==> src/rtl/ram_pkg.sv <==
// Shared constants for the RAM sweep controller: FSM state encoding and the
// default geometry used when the top level is instantiated without overrides.
package ram_pkg;

    localparam logic [1:0] S_IDLE  = 2'd0;
    localparam logic [1:0] S_WRITE = 2'd1;
    localparam logic [1:0] S_READ  = 2'd2;

    localparam int DATA_W_DEF  = 8;
    localparam int ADDR_W_DEF  = 8;
    localparam int DEPTH_DEF   = 256;
    localparam int CNT_MAX_DEF = 9_999_999;
    localparam int CNT_W_DEF   = 24;

endpackage

==> src/rtl/sp_ram.sv <==
// Inferred single-port RAM with a registered read port that only loads on rd_en,
// so q holds the last word read between accesses.
module sp_ram #(
    parameter int DATA_W = 8,
    parameter int ADDR_W = 8
) (
    input  logic              sys_clk,
    input  logic [ADDR_W-1:0] addr,
    input  logic              wr_en,
    input  logic [DATA_W-1:0] wr_data,
    input  logic              rd_en,
    output logic [DATA_W-1:0] q
);

    logic [DATA_W-1:0] mem_q [0:(1<<ADDR_W)-1];
    logic [DATA_W-1:0] q_q;

    always_ff @(posedge sys_clk) begin
        if (wr_en) begin
            mem_q[addr] <= wr_data;
        end
        if (rd_en) begin
            q_q <= mem_q[addr];
        end
    end

    assign q = q_q;

endmodule

==> src/rtl/ram_sweep_ctrl.sv <==
// RAM sweep controller: a write sweep fills every used location with its own
// address, and a paced read loop cycles through the locations indefinitely.
module ram_sweep_ctrl
    import ram_pkg::*;
#(
    parameter int DATA_W  = DATA_W_DEF,
    parameter int ADDR_W  = ADDR_W_DEF,
    parameter int DEPTH   = DEPTH_DEF,
    parameter int CNT_MAX = CNT_MAX_DEF,
    parameter int CNT_W   = CNT_W_DEF
) (
    input  logic              sys_clk,
    input  logic              sys_rst,
    input  logic              wr_flag,
    input  logic              rd_flag,
    output logic              busy,
    output logic              rd_active,
    output logic [ADDR_W-1:0] addr,
    output logic [DATA_W-1:0] data_out,
    output logic              data_valid
);

    localparam logic [ADDR_W-1:0] LAST_ADDR = ADDR_W'(DEPTH - 1);
    localparam logic [CNT_W-1:0]  CNT_LAST  = CNT_W'(CNT_MAX);

    logic [1:0]        state_q, state_d;
    logic [ADDR_W-1:0] addr_q, addr_d;
    logic [CNT_W-1:0]  cnt_q, cnt_d;
    logic              valid_q;
    logic              seen_q;
    logic              wr_en;
    logic              rd_en;
    logic [DATA_W-1:0] wr_data;
    logic [DATA_W-1:0] ram_q;

    // Write pattern is the address, zero-extended or truncated to the word width.
    generate
        for (genvar gi = 0; gi < DATA_W; gi++) begin : g_wr_data
            if (gi < ADDR_W) begin : g_bit
                assign wr_data[gi] = addr_q[gi];
            end else begin : g_zero
                assign wr_data[gi] = 1'b0;
            end
        end
    endgenerate

    // Reset blocks the RAM strobes so an abandoned sweep leaves the array untouched.
    assign wr_en = (state_q == S_WRITE) && !sys_rst;
    assign rd_en = (state_q == S_READ) && (cnt_q == '0) && !sys_rst;

    always_comb begin
        state_d = state_q;
        addr_d  = addr_q;
        cnt_d   = cnt_q;
        case (state_q)
            S_IDLE: begin
                if (wr_flag) begin
                    state_d = S_WRITE;
                    addr_d  = '0;
                    cnt_d   = '0;
                end else if (rd_flag) begin
                    state_d = S_READ;
                    addr_d  = '0;
                    cnt_d   = '0;
                end
            end
            S_WRITE: begin
                if (addr_q == LAST_ADDR) begin
                    state_d = S_IDLE;
                    addr_d  = '0;
                end else begin
                    addr_d = addr_q + 1'b1;
                end
            end
            S_READ: begin
                if (wr_flag) begin
                    state_d = S_WRITE;
                    addr_d  = '0;
                    cnt_d   = '0;
                end else if (rd_flag) begin
                    state_d = S_IDLE;
                    addr_d  = '0;
                    cnt_d   = '0;
                end else if (cnt_q == CNT_LAST) begin
                    cnt_d  = '0;
                    addr_d = (addr_q == LAST_ADDR) ? '0 : addr_q + 1'b1;
                end else begin
                    cnt_d = cnt_q + 1'b1;
                end
            end
            default: begin
                state_d = S_IDLE;
                addr_d  = '0;
                cnt_d   = '0;
            end
        endcase
    end

    always_ff @(posedge sys_clk) begin
        if (sys_rst) begin
            state_q <= S_IDLE;
            addr_q  <= '0;
            cnt_q   <= '0;
            valid_q <= 1'b0;
            seen_q  <= 1'b0;
        end else begin
            state_q <= state_d;
            addr_q  <= addr_d;
            cnt_q   <= cnt_d;
            valid_q <= rd_en;
            if (rd_en) begin
                seen_q <= 1'b1;
            end
        end
    end

    sp_ram #(
        .DATA_W (DATA_W),
        .ADDR_W (ADDR_W)
    ) u_ram (
        .sys_clk (sys_clk),
        .addr    (addr_q),
        .wr_en   (wr_en),
        .wr_data (wr_data),
        .rd_en   (rd_en),
        .q       (ram_q)
    );

    // The RAM output register has no reset; hide it until a read since reset.
    assign data_out   = seen_q ? ram_q : '0;
    assign data_valid = valid_q;
    assign busy       = (state_q != S_IDLE);
    assign rd_active  = (state_q == S_READ);
    assign addr       = addr_q;

endmodule
==> config.mk <==
export PLATFORM = sky130hd
export DESIGN_NAME = ram_sweep_ctrl
export DESIGN_NICKNAME = d
export VERILOG_FILES = /design/src/rtl/ram_pkg.sv /design/src/rtl/sp_ram.sv /design/src/rtl/ram_sweep_ctrl.sv
export SDC_FILE = /design/constraint.sdc
export NUM_CORES = 2
export LEC_CHECK = 0
export CAP_MARGIN = 20
export CORE_MARGIN = 10
export CORE_UTILIZATION = 34
export CTS_CLUSTER_DIAMETER = 100
export DETAILED_ROUTE_END_ITERATION = 10
export GPL_TIMING_DRIVEN = 0
export HOLD_SLACK_MARGIN = 0.1
export PLACE_DENSITY_LB_ADDON = 0.08
export RECOVER_POWER = 25
export SYNTH_ARGS = -nofsm -noshare
export SYNTH_HDL_FRONTEND = slang
export SYNTH_SLANG_ARGS = --single-unit
==> constraint.sdc <==
create_clock -name sys_clk -period 7.3 [get_ports sys_clk]
set_input_delay 1.095 -clock sys_clk [delete_from_list [all_inputs] [get_ports sys_clk]]
set_output_delay 1.095 -clock sys_clk [all_outputs]
set_load 0.05 [all_outputs]
Yosys cells after proc, flatten, opt, wreduce, memory -nomap -nowiden:

Memories as Yosys holds them, arrays and structs flattened. A register that Yosys moved wholly into a read port is not among the register bits.
Cells that the tools add are included.

* reduce and logical (&&, ||, !) cells: 10
* $add $sub $neg: 2
* bitwise logic cells: 1
* equal/unequal tests: 8
* mux-type cells: 22

Operators by type and width (number)
* two-way mux 24 bit: 5
* case mux 24 bit (3 select lines): 1
* two-way mux 8 bit: 7
* adder 24 x 1 -> 24 bit, second input constant: 1
* == test 24 bit, second input constant: 1
* logical NOT 24 bit: 1
* case mux 8 bit (3 select lines): 1
* two-way mux 2 bit: 5
* adder 8 x 1 -> 8 bit, second input constant: 1
* == test 8 bit, second input constant: 1
* inequality test 3 bit, second input constant: 2
* case mux 2 bit (3 select lines): 1
* inequality test 4 x 3 -> 1 bit, second input constant: 1
* AND reduction 2 bit: 2
* logical AND 1 bit: 3
* AND reduction 3 bit: 1
* == test 2 x 1 -> 1 bit, second input constant: 1
* == test 2 bit, second input constant: 1
* logical NOT 2 bit: 1
* two-way mux 1 bit: 2
* inequality test 2 x 1 -> 1 bit, second input constant: 1
* nonzero test 2 bit: 1
* logical NOT 1 bit: 1
* NOT 1 bit: 1

* bits of input ports: 4
* word-level logic and storage cells: 49
* register bits after elaboration: 36
* memories: 1
* bits in writable memories: 2048

Memories
* u_ram.mem_q: words 256, bits a word 8, rd ports 1, clocked after Yosys merged registers in 1, wr ports 1, RTL line sp_ram.sv:15 `logic [DATA_W-1:0] mem_q [0:(1<<ADDR_W)-1];`

Logic depth before layout (Yosys ltp):

* word-level depth: 6
* gate-level depth with buffers: 10
* mapped depth without buffers: 8

Hierarchy:

A second synthesis with hierarchy kept.

* cell total of the unflattened synthesis: 3781
* area total of the unflattened synthesis: 80499.7 um^2

By module, submodules not included
* sp_ram: area each 78572.9 um^2, instances 1, cells an instance 3547
* ram_sweep_ctrl: area each 1926.8 um^2, instances 1, cells an instance 234

Least setup slack after synthesis:

Ideal clock, no wire load.

* path kind: register -> register
* start point: reg addr_q[0] (netlist: addr[0])
* end point: reg u_ram.q_q[6] (netlist: u_ram.q[6]), read port of u_ram.mem_q (data pin)
* cell stages (with the launch flop): 10
* arrival: 6.346 ns
* slack: 0.689 ns
* required time: 7.035 ns
* buffers on the path: 3
* cell sequence: dfxtp_1 buf_2 buf_2 buf_2 mux4_2 a22oi_1 a21oi_1 nor4_1 nor2_1 or3_1

RTL lines
* from (decl): RTL line ram_sweep_ctrl.sv:27 `logic [ADDR_W-1:0] addr_q, addr_d;`
* from (signal assigned): RTL line ram_sweep_ctrl.sv:108 `addr_q <= addr_d;`
* to (decl): RTL line sp_ram.sv:16 `logic [DATA_W-1:0] q_q;`

==> impl_metrics.xml <==
<?xml version="1.0" encoding="UTF-8"?>
<metrics>
  <group name="floorplan">
    <metric name="dieHeight" unit="um">506</metric>
    <metric name="io-pin-count" unit="">23</metric>
    <metric name="die_area" unit="um^2">256000</metric>
    <metric name="core_area" unit="um^2">235000</metric>
    <metric name="start_util" unit="">0.341</metric>
    <metric name="fp.dieW" unit="um">506</metric>
    <metric name="std_cell_rows" unit="">178</metric>
  </group>
  <group name="pwr">
    <metric name="clockPowerShare" unit="">0.453</metric>
    <metric name="p_leak" unit="nW">30.6</metric>
    <metric name="power" unit="mW">25.0</metric>
    <metric name="p_int" unit="mW">19.8</metric>
    <metric name="vdd.ir_drop.worst" unit="mV">0.189</metric>
    <metric name="power_switching_share" unit="">0.209</metric>
    <metric name="net_switching_power" unit="mW">5.23</metric>
    <metric name="p_comb_frac" unit="">0.025</metric>
    <metric name="seqPwrFrac" unit="">0.522</metric>
    <metric name="power_density" unit="nW/um^2">269</metric>
  </group>
  <group name="placed_design">
    <metric name="placed_cells" unit="">7021</metric>
    <metric name="numPortBuffers" unit="">21</metric>
    <metric name="gp_congestion" unit="">0.823</metric>
    <metric name="place.detailed.hpwl" unit="mm">173</metric>
  </group>
  <group name="worst_setup_path">
    <metric name="critPathBufInv" unit="">3</metric>
    <metric name="rr_worst_depth" unit="">9</metric>
    <metric name="critical_path.cell_chain" unit="">buf_2 -&gt; buf_2 -&gt; buf_2 -&gt; mux4_2 -&gt; a22oi_1 -&gt; a21oi_1 -&gt; nor4_1 -&gt; o22ai_1 -&gt; or3_1</metric>
    <metric name="worst_path_largest_cell_delay" unit="ns">1.53</metric>
    <metric name="worst-endpoint-required" unit="ns">7.85</metric>
    <metric name="critical_path.endpoint_type" unit="">register</metric>
    <metric name="timing.critical_path.depth" unit="">9</metric>
    <metric name="cell_family_with_the_largest_share_of_critical_path_delay" unit="">buffers and inverters</metric>
    <metric name="crit_type" unit="">reg -&gt; reg</metric>
    <metric name="worst_setup_path_start_kind" unit="">register</metric>
    <metric name="dominant_cell_type_by_count_on_the_critical_path" unit="">sky130_fd_sc_hd__buf_2</metric>
    <metric name="critPathMaxFanout" unit="">39</metric>
    <metric name="worst-endpoint-arrival" unit="ns">7.28</metric>
    <metric name="critical_path.slowest_cell" unit="">sky130_fd_sc_hd__dfxtp_1</metric>
  </group>
  <group name="timing">
    <metric name="rsz0062_at_grt" unit="">false</metric>
    <metric name="slew-limit-headroom" unit="">-1.71</metric>
    <metric name="worstMarginPinSlew" unit="ns">4.07</metric>
    <metric name="max_clock_freq" unit="GHz">0.149</metric>
    <metric name="setup_violations" unit="">0</metric>
    <metric name="min_period_over_period" unit="">0.922</metric>
    <metric name="final_max_slew_viol_count" unit="">724</metric>
    <metric name="worst_clock_skew" unit="ns">0.0381</metric>
    <metric name="summed_negative_setup_slack_over_all_endpoints" unit="ns">0</metric>
    <metric name="finalHoldViolCount" unit="">0</metric>
    <metric name="timing.final.crit_period" unit="ns">6.73</metric>
  </group>
  <group name="job">
    <metric name="max_cap_violations" unit="">13</metric>
  </group>
  <group name="routing">
    <metric name="drcViolationCount" unit="">0</metric>
    <metric name="drt_iter0_drc" unit="">4439</metric>
    <metric name="antenna_violating_nets_post_route" unit="">0</metric>
    <metric name="first_pass_iters" unit="">5</metric>
    <metric name="detail_route.wl_per_cell" unit="um">34.2</metric>
    <metric name="route.final.wire_length" unit="mm">255</metric>
    <metric name="via_per_inst" unit="">5.31</metric>
    <metric name="detailroute.via_count" unit="">39600</metric>
  </group>
  <group name="worst_hold_path">
    <metric name="holdPathStages" unit="">2</metric>
    <metric name="hold_path_class" unit="">reg -&gt; reg</metric>
  </group>
  <group name="logic_synthesis">
    <metric name="ys_seq_area_frac" unit="">0.779</metric>
    <metric name="combined_area_of_all_synthesized_cells" unit="um^2">80200</metric>
    <metric name="syn-num-nets" unit="">3793</metric>
    <metric name="yosysUniqueCellTypes" unit="">39</metric>
    <metric name="synth_register_bits" unit="">2092</metric>
    <metric name="yosys_warnings" unit="">0</metric>
    <metric name="netlist_instances" unit="">3780</metric>
    <metric name="post_synth.cell_area_avg" unit="um^2">21.2</metric>
  </group>
  <group name="cells_and_area">
    <metric name="total_area_of_multi_input_combinational_cells" unit="um^2">16700</metric>
    <metric name="finalNonFillerCells" unit="">7451</metric>
    <metric name="final_net_count" unit="">4112</metric>
    <metric name="areaGrowthSynthToFinish" unit="%">16.0</metric>
    <metric name="final.fill_count" unit="">21000</metric>
    <metric name="fin_util" unit="">0.396</metric>
    <metric name="layout-drive-gt1-share" unit="">0.229</metric>
    <metric name="final-seq-area" unit="um^2">62500</metric>
  </group>
  <group name="global_route">
    <metric name="via_count_of_the_first_global_routing_pass" unit="">41000</metric>
    <metric name="globalRoute.totalOverflow" unit="">0</metric>
    <metric name="antenna_found_initial" unit="">22</metric>
    <metric name="pin_count_of_the_biggest_net_entering_global_routing" unit="">77</metric>
    <metric name="grt_usage" unit="">0.195</metric>
    <metric name="grt_pass1_wl" unit="mm">349</metric>
  </group>
  <group name="outcome">
    <metric name="status" unit="">finished, violations left</metric>
    <metric name="violated_checks" unit="">max-capacitance violations, max-slew violations</metric>
  </group>
  <group name="cts">
    <metric name="cts-root-buf" unit="">sky130_fd_sc_hd__clkbuf_16</metric>
    <metric name="tritoncts_num_sinks" unit="">2092</metric>
    <metric name="cts.htree.levels" unit="">4</metric>
    <metric name="ctsLongestPathBuffers" unit="">3</metric>
    <metric name="postCtsHoldBufs" unit="">0</metric>
    <metric name="tritoncts_clock_tree" unit="">done</metric>
    <metric name="clkSlewWorstSetupHoldPaths" unit="ns">0.06</metric>
    <metric name="numCtsBuffers" unit="">224</metric>
    <metric name="worst_skew_pair.late_latency" unit="ns">0.86</metric>
    <metric name="cts_resized" unit="">0</metric>
    <metric name="post_cts_buffers" unit="">0</metric>
  </group>
</metrics>
==> cell type report <==
| class | instances | share of cell area |
|---|---|---|
| well taps | 3150 | 0.0424 |
| flip-flops and latches | 2092 | 0.672 |
| repair buffers | 93 | 0.0173 |
| inverters | 11 | 0.000444 |
| multi-input cells | 1444 | 0.180 |
| clock inverters | 140 | 0.0137 |
| diodes | 9 | 0.000242 |
| plain buffers | 233 | 0.0106 |
| clock buffers | 279 | 0.0641 |
==> Yosys cell counts <==
cell / number / area [um^2]
sky130_fd_sc_hd__o21a_1: 1 / 7.51
sky130_fd_sc_hd__a211oi_1: 1 / 7.51
sky130_fd_sc_hd__buf_1: 13 / 48.8
sky130_fd_sc_hd__a21o_1: 2 / 15.0
sky130_fd_sc_hd__nor2_1: 312 / 1170
sky130_fd_sc_hd__o21ai_0: 7 / 35.0
sky130_fd_sc_hd__buf_4: 2 / 15.0
sky130_fd_sc_hd__nand2_1: 47 / 176
sky130_fd_sc_hd__nor3b_1: 2 / 15.0
sky130_fd_sc_hd__and3_1: 4 / 25.0
sky130_fd_sc_hd__dfxtp_1: 36 / 721
sky130_fd_sc_hd__a21bo_2: 1 / 10.0
sky130_fd_sc_hd__or3b_2: 1 / 8.76
sky130_fd_sc_hd__and2_1: 13 / 81.3
sky130_fd_sc_hd__nor3_1: 6 / 30.0
sky130_fd_sc_hd__buf_6: 1 / 11.3
sky130_fd_sc_hd__o41a_1: 1 / 11.3
sky130_fd_sc_hd__nand4_1: 10 / 62.6
sky130_fd_sc_hd__buf_2: 56 / 280
sky130_fd_sc_hd__o31ai_1: 2 / 15.0
sky130_fd_sc_hd__nand4b_1: 1 / 8.76
sky130_fd_sc_hd__xor2_1: 12 / 105
sky130_fd_sc_hd__a31o_2: 2 / 17.5
sky130_fd_sc_hd__or2_2: 4 / 25.0
sky130_fd_sc_hd__o22ai_1: 8 / 50.1
sky130_fd_sc_hd__xnor2_1: 10 / 87.6
sky130_fd_sc_hd__mux4_2: 512 / 11500
sky130_fd_sc_hd__a21oi_1: 140 / 701
sky130_fd_sc_hd__a22oi_1: 256 / 1920
sky130_fd_sc_hd__ha_1: 9 / 113
sky130_fd_sc_hd__or3_1: 14 / 87.6
sky130_fd_sc_hd__clkbuf_1: 161 / 604
sky130_fd_sc_hd__nand2b_1: 3 / 18.8
sky130_fd_sc_hd__inv_1: 11 / 41.3
sky130_fd_sc_hd__and4_1: 2 / 17.5
sky130_fd_sc_hd__edfxtp_1: 2056 / 61700
sky130_fd_sc_hd__nor4_1: 40 / 250
sky130_fd_sc_hd__nand3_1: 15 / 75.1
sky130_fd_sc_hd__nor2b_1: 6 / 37.5
==> cells by family after synthesis <==
group           count (synthesis)  share of synthesized area
xor+xnor                       22                    0.00240
buf+inv                       244                     0.0125
flops                        2092                      0.779
compound gates                421                     0.0348
fa+ha+maj                       9                    0.00140
mux                           512                      0.144
simple gates                  480                     0.0261
==> per-layer routing <==
metal,vias up,part of all wire,track usage
li1,16500,-,-
met1,21500,0.42,0.266
met2,1256,0.48,0.319
met3,316,0.064,0.0358
met4,0,0.030,0.0554
met5,-,0,0
==> placed cells by master, fill, tap and decap left out, drive strengths merged, types with 12 or more instances in the layout <==
cell type	Yosys	layout
edfxtp	2056	2056
mux4	512	512
clkbuf	161	449
nor2	312	312
a22oi	256	256
a21oi	140	140
buf	72	135
clkinv	0	109
nand2	47	47
nor4	40	40
dfxtp	36	36
bufinv	0	21
clkdlybuf4s50	0	21
nand3	15	15
inv	11	15
or3	14	14
and2	13	13
xor2	12	12
==> flip-flops by register name, indices dropped and copies added (netlist names) <==
signal and flops:
u_ram.mem_q 2048, cnt_q 24, addr 8, u_ram.q 8, state_q 2, data_valid 1, seen_q 1
==> through the flow <==
stage	worst slack (ns)	hold WS (ns)	cell area (um^2)
after floorplan	0.689	0.480	80200
after global placement	-8.54	0.513	84300
after detailed placement	0.868	0.519	86000
after CTS	0.839	0.526	93200
after global routing	0.458	0.582	93000
final	0.571	0.529	93000
==> final timing paths <==
check / startpoint / slack, ns / endpoint
min reg2reg: cnt_q[16] / 0.53 / cnt_q[16]
max reg2reg: addr[0] / 0.57 / u_ram.q[7]
max: addr[0] / 0.57 / u_ram.q[7]
min: cnt_q[16] / 0.53 / cnt_q[16]
==> power by group through the flow <==
stage                     combinational (mW)  clock (mW)  sequential, mW
after global placement                 0.589           0            13.4
final                                  0.636        11.3            13.1
after CTS                              0.658        11.6            13.1
after floorplan                        0.374           0            13.3
after detailed placement               0.658           0            13.3
after global routing                   0.679        12.0            13.0
==> tightest hold or removal path, cell delays in order (launching register included) <==
cell	delay, ns
sky130_fd_sc_hd__dfxtp_1	0.33
sky130_fd_sc_hd__o21ai_0	0.08
sky130_fd_sc_hd__a21oi_1	0.06
Note: power is estimated with default switching activity, not from simulation.
